<file path="config.mk">
export PLATFORM = sky130hd
export DESIGN_NAME = cond_flags_unit_flat
export DESIGN_NICKNAME = d
export VERILOG_FILES = /design/src/rtl/cond_pkg.sv /design/src/rtl/cond_flags_unit_if.sv /design/src/rtl/cond_check.sv /design/src/rtl/cond_flags_unit.sv /design/src/flat_wrapper.sv
export SDC_FILE = /design/constraint.sdc
export NUM_CORES = 1
export LEC_CHECK = 0
export ABC_AREA = 1
export CAP_MARGIN = 20
export CORE_MARGIN = 3
export CORE_UTILIZATION = 45
export DETAILED_ROUTE_END_ITERATION = 10
export GPL_TIMING_DRIVEN = 0
export PLACE_DENSITY = 0.86
export SLEW_MARGIN = 20
export SYNTH_ARGS = -nofsm -noshare
export SYNTH_HDL_FRONTEND = slang
export SYNTH_SLANG_ARGS = --single-unit
</file>
<file path="constraint.sdc">
create_clock -name clk -period 1.9 [get_ports clk]
set_input_delay 0.38 -clock clk [delete_from_list [all_inputs] [get_ports clk]]
set_output_delay 0.38 -clock clk [all_outputs]
set_load 0.01 [all_outputs]
</file>
<file path="src/rtl/cond_pkg.sv">
// Shared types for the condition/flag unit: ARM condition encodings,
// flag bit positions and the flag-merge helper used on write-back.
package cond_pkg;

  typedef enum logic [3:0] {
    COND_EQ = 4'b0000,
    COND_NE = 4'b0001,
    COND_CS = 4'b0010,
    COND_CC = 4'b0011,
    COND_MI = 4'b0100,
    COND_PL = 4'b0101,
    COND_VS = 4'b0110,
    COND_VC = 4'b0111,
    COND_HI = 4'b1000,
    COND_LS = 4'b1001,
    COND_GE = 4'b1010,
    COND_LT = 4'b1011,
    COND_GT = 4'b1100,
    COND_LE = 4'b1101,
    COND_AL = 4'b1110,
    COND_NV = 4'b1111
  } cond_e;

  localparam int FLAG_N = 3;
  localparam int FLAG_Z = 2;
  localparam int FLAG_C = 1;
  localparam int FLAG_V = 0;

  typedef struct packed {
    logic n;
    logic z;
    logic c;
    logic v;
  } flags_t;

  // flag_w[1] selects the N,Z pair, flag_w[0] the C,V pair
  function automatic flags_t merge_flags(input flags_t cur, input logic [3:0] alu,
                                         input logic [1:0] flag_w);
    flags_t res;
    res = cur;
    if (flag_w[1]) begin
      res.n = alu[FLAG_N];
      res.z = alu[FLAG_Z];
    end else begin
      res.n = cur.n;
      res.z = cur.z;
    end
    if (flag_w[0]) begin
      res.c = alu[FLAG_C];
      res.v = alu[FLAG_V];
    end else begin
      res.c = cur.c;
      res.v = cur.v;
    end
    return res;
  endfunction

endpackage

</file>
<file path="src/rtl/cond_flags_unit_if.sv">
// Issue-side and writeback-side signals of the condition/flag unit.
// master = decode/ALU plus downstream consumer, slave = the unit itself.
interface cond_flags_unit_if #(
  parameter int CNT_W = 8
);
  logic             in_valid;
  logic             in_ready;
  logic [3:0]       cond;
  logic [1:0]       flag_w;
  logic [3:0]       alu_flags;
  logic             pcs;
  logic             reg_w;
  logic             mem_w;
  logic             no_write;
  logic             out_valid;
  logic             out_ready;
  logic             pcs_q;
  logic             reg_w_q;
  logic             mem_w_q;
  logic             cond_ex_q;
  logic [3:0]       flags_q;
  logic [CNT_W-1:0] squash_cnt;

  modport master (
    output in_valid, cond, flag_w, alu_flags, pcs, reg_w, mem_w, no_write, out_ready,
    input  in_ready, out_valid, pcs_q, reg_w_q, mem_w_q, cond_ex_q, flags_q, squash_cnt
  );

  modport slave (
    input  in_valid, cond, flag_w, alu_flags, pcs, reg_w, mem_w, no_write, out_ready,
    output in_ready, out_valid, pcs_q, reg_w_q, mem_w_q, cond_ex_q, flags_q, squash_cnt
  );
endinterface

</file>
<file path="src/rtl/cond_check.sv">
// Pure combinational ARM condition evaluator against a flag snapshot.
module cond_check
  import cond_pkg::*;
(
  input  cond_e  cond_i,
  input  flags_t flags_i,
  output logic   cond_ex_o
);

  logic nv_eq_s;
  assign nv_eq_s = (flags_i.n == flags_i.v);

  // Decode the condition field into a pass/fail against the flags
  always_comb begin
    cond_ex_o = 1'b1;
    case (cond_i)
      COND_EQ: cond_ex_o = flags_i.z;
      COND_NE: cond_ex_o = ~flags_i.z;
      COND_CS: cond_ex_o = flags_i.c;
      COND_CC: cond_ex_o = ~flags_i.c;
      COND_MI: cond_ex_o = flags_i.n;
      COND_PL: cond_ex_o = ~flags_i.n;
      COND_VS: cond_ex_o = flags_i.v;
      COND_VC: cond_ex_o = ~flags_i.v;
      COND_HI: cond_ex_o = flags_i.c & ~flags_i.z;
      COND_LS: cond_ex_o = ~flags_i.c | flags_i.z;
      COND_GE: cond_ex_o = nv_eq_s;
      COND_LT: cond_ex_o = ~nv_eq_s;
      COND_GT: cond_ex_o = ~flags_i.z & nv_eq_s;
      COND_LE: cond_ex_o = flags_i.z | ~nv_eq_s;
      COND_AL: cond_ex_o = 1'b1;
      COND_NV: cond_ex_o = 1'b1;
      default: cond_ex_o = 1'b1;
    endcase
  end

endmodule

</file>
<file path="src/rtl/cond_flags_unit.sv">
// Architectural flag register plus a single valid/ready stage that squashes
// the write enables of instructions whose condition fails.
module cond_flags_unit
  import cond_pkg::*;
#(
  parameter int CNT_W = 8
) (
  input  logic             clk,
  input  logic             reset,
  cond_flags_unit_if.slave bus
);

  localparam logic [CNT_W-1:0] CNT_MAX = {CNT_W{1'b1}};
  localparam logic [CNT_W-1:0] CNT_ONE = {{(CNT_W-1){1'b0}}, 1'b1};

  logic             in_ready_s;
  logic             accept_s;
  logic             cond_ex_s;
  flags_t           flags_q, flags_d;
  logic             out_valid_q, out_valid_d;
  logic             pcs_q, pcs_d;
  logic             reg_w_q, reg_w_d;
  logic             mem_w_q, mem_w_d;
  logic             cond_ex_q, cond_ex_d;
  logic [CNT_W-1:0] squash_cnt_q, squash_cnt_d;

  // Conditions see the flags left by older instructions, never alu_flags
  cond_check u_cond_check (
    .cond_i   (cond_e'(bus.cond)),
    .flags_i  (flags_q),
    .cond_ex_o(cond_ex_s)
  );

  assign in_ready_s = ~out_valid_q | bus.out_ready;
  assign accept_s   = bus.in_valid & in_ready_s;

  // Next-state for the stage, flag register and squash counter
  always_comb begin
    out_valid_d  = out_valid_q;
    pcs_d        = pcs_q;
    reg_w_d      = reg_w_q;
    mem_w_d      = mem_w_q;
    cond_ex_d    = cond_ex_q;
    flags_d      = flags_q;
    squash_cnt_d = squash_cnt_q;
    if (accept_s) begin
      out_valid_d = 1'b1;
      pcs_d       = bus.pcs & cond_ex_s;
      reg_w_d     = bus.reg_w & cond_ex_s & ~bus.no_write;
      mem_w_d     = bus.mem_w & cond_ex_s;
      cond_ex_d   = cond_ex_s;
      if (cond_ex_s) begin
        flags_d = merge_flags(flags_q, bus.alu_flags, bus.flag_w);
      end else begin
        squash_cnt_d = (squash_cnt_q == CNT_MAX) ? CNT_MAX : squash_cnt_q + CNT_ONE;
      end
    end else if (bus.out_ready) begin
      out_valid_d = 1'b0;
    end else begin
      out_valid_d = out_valid_q;
    end
  end

  // State registers; reset overrides stalls and accepts alike
  always_ff @(posedge clk) begin
    if (reset) begin
      out_valid_q  <= 1'b0;
      pcs_q        <= 1'b0;
      reg_w_q      <= 1'b0;
      mem_w_q      <= 1'b0;
      cond_ex_q    <= 1'b0;
      flags_q      <= '0;
      squash_cnt_q <= '0;
    end else begin
      out_valid_q  <= out_valid_d;
      pcs_q        <= pcs_d;
      reg_w_q      <= reg_w_d;
      mem_w_q      <= mem_w_d;
      cond_ex_q    <= cond_ex_d;
      flags_q      <= flags_d;
      squash_cnt_q <= squash_cnt_d;
    end
  end

  assign bus.in_ready   = in_ready_s;
  assign bus.out_valid  = out_valid_q;
  assign bus.pcs_q      = pcs_q;
  assign bus.reg_w_q    = reg_w_q;
  assign bus.mem_w_q    = mem_w_q;
  assign bus.cond_ex_q  = cond_ex_q;
  assign bus.flags_q    = flags_q;
  assign bus.squash_cnt = squash_cnt_q;

endmodule

</file>
<file path="src/flat_wrapper.sv">
// flat-port wrapper written by rule: the top's interface ports become plain ports
module cond_flags_unit_flat import cond_pkg::*;
#(
  parameter int CNT_W = 8
)
  (clk, reset, bus_in_valid, bus_cond, bus_flag_w, bus_alu_flags, bus_pcs, bus_reg_w, bus_mem_w, bus_no_write, bus_out_ready, bus_in_ready, bus_out_valid, bus_pcs_q, bus_reg_w_q, bus_mem_w_q, bus_cond_ex_q, bus_flags_q, bus_squash_cnt);
  cond_flags_unit_if #(.CNT_W(CNT_W)) bus_i ();
  input  logic clk;
  input  logic reset;
  input wire logic [$bits(bus_i.in_valid)-1:0] bus_in_valid;
  input wire logic [$bits(bus_i.cond)-1:0] bus_cond;
  input wire logic [$bits(bus_i.flag_w)-1:0] bus_flag_w;
  input wire logic [$bits(bus_i.alu_flags)-1:0] bus_alu_flags;
  input wire logic [$bits(bus_i.pcs)-1:0] bus_pcs;
  input wire logic [$bits(bus_i.reg_w)-1:0] bus_reg_w;
  input wire logic [$bits(bus_i.mem_w)-1:0] bus_mem_w;
  input wire logic [$bits(bus_i.no_write)-1:0] bus_no_write;
  input wire logic [$bits(bus_i.out_ready)-1:0] bus_out_ready;
  output wire logic [$bits(bus_i.in_ready)-1:0] bus_in_ready;
  output wire logic [$bits(bus_i.out_valid)-1:0] bus_out_valid;
  output wire logic [$bits(bus_i.pcs_q)-1:0] bus_pcs_q;
  output wire logic [$bits(bus_i.reg_w_q)-1:0] bus_reg_w_q;
  output wire logic [$bits(bus_i.mem_w_q)-1:0] bus_mem_w_q;
  output wire logic [$bits(bus_i.cond_ex_q)-1:0] bus_cond_ex_q;
  output wire logic [$bits(bus_i.flags_q)-1:0] bus_flags_q;
  output wire logic [$bits(bus_i.squash_cnt)-1:0] bus_squash_cnt;
  assign bus_i.in_valid = bus_in_valid;
  assign bus_i.cond = bus_cond;
  assign bus_i.flag_w = bus_flag_w;
  assign bus_i.alu_flags = bus_alu_flags;
  assign bus_i.pcs = bus_pcs;
  assign bus_i.reg_w = bus_reg_w;
  assign bus_i.mem_w = bus_mem_w;
  assign bus_i.no_write = bus_no_write;
  assign bus_i.out_ready = bus_out_ready;
  assign bus_in_ready = bus_i.in_ready;
  assign bus_out_valid = bus_i.out_valid;
  assign bus_pcs_q = bus_i.pcs_q;
  assign bus_reg_w_q = bus_i.reg_w_q;
  assign bus_mem_w_q = bus_i.mem_w_q;
  assign bus_cond_ex_q = bus_i.cond_ex_q;
  assign bus_flags_q = bus_i.flags_q;
  assign bus_squash_cnt = bus_i.squash_cnt;
  cond_flags_unit #(.CNT_W(CNT_W)) u_core (.clk(clk), .reset(reset), .bus(bus_i));
endmodule
</file>
==> metrics.md <==
| Metric | Value |
|---|---|
| Status | finished clean |
| 1st-iter DRT viols | 19 |
| Post-CTS sizing | 0 |
| RSZ-0062 raised after global routing | false |
| Routed length per instance | 10.7 um |
| Pre-CTS setup slack | -0.274 ns |
| CP Capture Type | output port |
| Overall Global Routing Usage | 0.197 |
| Power per cell area | between 600 and 700 nW/um^2 |
| Internal Power | 608 uW |
| H-Tree Depth | 1 |
| ANT cells | 0 |
| Net Count, Synth | 198 |
| CP startpoint kind | register |
| Worst Path Buf+Inv | 1 |
| Critical path required time | 1.52 ns |
| NumNets Final | 237 |
| Max Fanout on Critical Path | 6 |
| DR vias | 1,181 |
| Peak supply drop | roughly 0.42 mV |
| Clock Tree Buf Depth | 2 |
| Final Util | 0.701 |
| Post-CTS Setup Inserts | 0 |
| Number of global-route vias before repair | ~1,100 |
| Sequential share of power | 0.463 |
| DRT Pass-1 Iters | 4 |
| Yosys warnings | 0 |
| Arr. time, crit path | around 1.3 ns |
| Crit Path Class | register to output port |
| RePlAce Congestion | 0.785 |
| Starting Density | 0.505 |
| Core area | 2100 sq um |
| Area Growth Syn to Fin | 38.8% |
| Seq cells post-synth | 17 |
| Worst-path cell chain | clkdlybuf4s50_1 |
| Largest net degree at the start of global routing | 11 |
| CTS buffer count | 3 |
| Period utilization | 0.888 |
| First-pass GRT wire length | approximately 4.3 mm |
| Clk sinks | 17 |
| Footprint of the multi-input gates | 598 sq um |
| Leak Pwr | 0.000743 uW |
| Fillcell total | ~180 |
| CTS tree | done |
| Rel. slew slack | 0.799 |
| Die height | between 50 and 60 um |
| CP max-delay cell | clkdlybuf4s50_1 |
| Num ports | 36 |
| Syn Inst Count | between 150 and 200 |
| Vias per cell | 4.84 |
| Dpl hpwl | just over 2 mm |
| Register area share after synthesis | 0.321 |
| Max_cap viols | 0 |
| Layout cell share with drive strength beyond 1 | 0.0599 |
| GRT overflow | 0 |
| Worst Skew | 0.00800 ns |
| Unique masters post-synth | 23 |
| Clock root buffer | clkbuf_4 |
| Post-Syn Area per Cell | roughly 5.9 sq um |
| Worst skew pair latency | roughly 0.28 ns |
| Final setup fails | 0 |
| Worst hold path class | register to register |
| Crit-path max cell delay | 0.58 ns |
| Switching Power | 289 uW |
| Comb power frac | 0.331 |
| Clock transition at path regs | 0.10 ns |
| Initial antenna violation count | 0 |
| Slew Limit Fails | 0 |
| Reg area | 340 sq um |
| Row cnt | 16 |
| Slew @ Worst Pin | 0.301 ns |
| Die area | 2980 sq um |
| Final hold vios | 0 |
| Antenna viol nets, final | 0 |
| Switching share of power | 0.322 |
| Family with the most delay on the worst path | buffers and inverters |
| Pwr Total | 897 uW |
| CTS hold repair buffers | 0 |
| Mapped cell area | roughly 1100 sq um |
| Port-buffer cells | 34 |
| Die width | about 55 um |
| Final WS setup | 0.213 ns |
| Max Freq | 593 MHz |
| # DRC | 0 |
| Clk pwr share | 0.206 |
| Fin crit period | 1.69 ns |
| Routed Wire Length | 2.61 mm |
power by group through the flow:
stage | Sequential [uW] | Combinational [uW] | Clock (uW)
2_1_floorplan | 433 | 156 | 0
5_1_grt | 421 | 336 | 216
6_report | 415 | 297 | 185
3_3_place_gp | 421 | 288 | 0
4_1_cts | 415 | 301 | 196
3_5_place_dp | 422 | 299 | 0
path summary, 6_finish.rpt:
check | startpoint | to | slack (ns) | cells past startpoint
max | u_core.bus.squash_cnt[5]$_SDFFE_PP0P_ | bus_squash_cnt[5] | 0.21 | 1
min | u_core.bus.mem_w_q$_SDFFE_PP0P_ | u_core.bus.mem_w_q$_SDFFE_PP0P_ | 0.47 | 2
max reg2reg | u_core.bus.flags_q[0]$_SDFFE_PP0P_ | u_core.bus.squash_cnt[1]$_SDFFE_PP0P_ | 0.29 | 13
min reg2reg | u_core.bus.mem_w_q$_SDFFE_PP0P_ | u_core.bus.mem_w_q$_SDFFE_PP0P_ | 0.47 | 2
sequential cells by signal, indices dropped and copies added, names as in the netlist:
name / cells
u_core.bus.cond_ex_q: 1
u_core.bus.flags_q: 4
u_core.bus.reg_w_q: 1
u_core.bus.squash_cnt: 8
u_core.bus.pcs_q: 1
u_core.bus.mem_w_q: 1
u_core.bus.out_valid: 1
area by class of cell:
class,count,area share
plain buffers,3,0.0144
clock buffers,3,0.0153
clock inverters,1,0.00340
inverters,27,0.0688
multi-input cells,132,0.406
flip-flops and latches,17,0.231
well taps,27,0.0229
repair buffers,34,0.238
layer usage:
metal / track usage / vias up / share of wire
li1: - / 628 / -
met1: 0.238 / 529 / 0.43
met5: 0 / - / 0
met3: 0.0300 / 2 / 0.046
met2: 0.353 / 22 / 0.51
met4: 0.0622 / 0 / 0.0073
per-stage QoR:
| step | area, sq um | instances | hold WS [ns] | TNS (ns) |
|---|---|---|---|---|
| 4_1_cts | 1460 | 244 | 0.475 | 0 |
| 3_3_place_gp | 1440 | 240 | 0.454 | -2.39 |
| 3_5_place_dp | 1440 | 240 | 0.459 | -3.31 |
| 2_1_floorplan | 1060 | 179 | 0.449 | 0 |
| 5_1_grt | 1470 | 244 | 0.497 | 0 |
| 6_report | 1470 | 244 | 0.471 | 0 |
worst register-to-register path: cells and delay by family, from the launching register on:
family / cells / cell delay (ns)
buffers and inverters: 2 / 0.24
and+or+nand+nor: 11 / 0.93
DFF: 1 / 0.38
cell usage in the layout, fill, tap and decap left out:
master / instances
buf_2: 1
inv_2: 1
xor2_1: 2
ha_1: 1
nor2_2: 1
nand2_1: 59
buf_6: 1
inv_1: 25
dfxtp_1: 17
nand2_4: 2
nor4_1: 1
xnor2_1: 1
nand3_2: 1
nand3_1: 16
clkbuf_2: 1
clkinv_1: 1
dlymetal6s2s_1: 4
clkbuf_4: 3
nor2_1: 29
clkdlybuf4s50_1: 30
nand4_1: 4
o21ai_0: 4
clkinv_2: 1
a21oi_1: 7
a21oi_2: 1
nor3_1: 1
o21ai_1: 2
cells by family (layout without fill, tap and decap cells):
kind of cell,after synthesis,count (layout),synth area share
simple gates,114,114,0.458
fa+ha+maj,1,1,0.0118
xor+xnor,3,3,0.0248
compound gates,14,14,0.0696
flops,17,17,0.321
buf+inv,30,68,0.116
cells in the mapped netlist:
library cell	instances	share of area
a21oi_1	7	0.033
a21oi_2	1	0.0083
buf_2	1	0.0047
buf_6	1	0.011
clkbuf_2	1	0.0047
clkinv_1	1	0.0035
dfxtp_1	17	0.32
ha_1	1	0.012
inv_1	25	0.088
inv_2	1	0.0035
nand2_1	59	0.21
nand2_4	2	0.021
nand3_1	16	0.075
nand3_2	1	0.0094
nand4_1	4	0.024
nor2_1	29	0.10
nor2_2	1	0.0059
nor3_1	1	0.0047
nor4_1	1	0.0059
o21ai_0	4	0.019
o21ai_1	2	0.0094
xnor2_1	1	0.0083
xor2_1	2	0.017
Note: power is estimated with default switching activity, not from simulation.
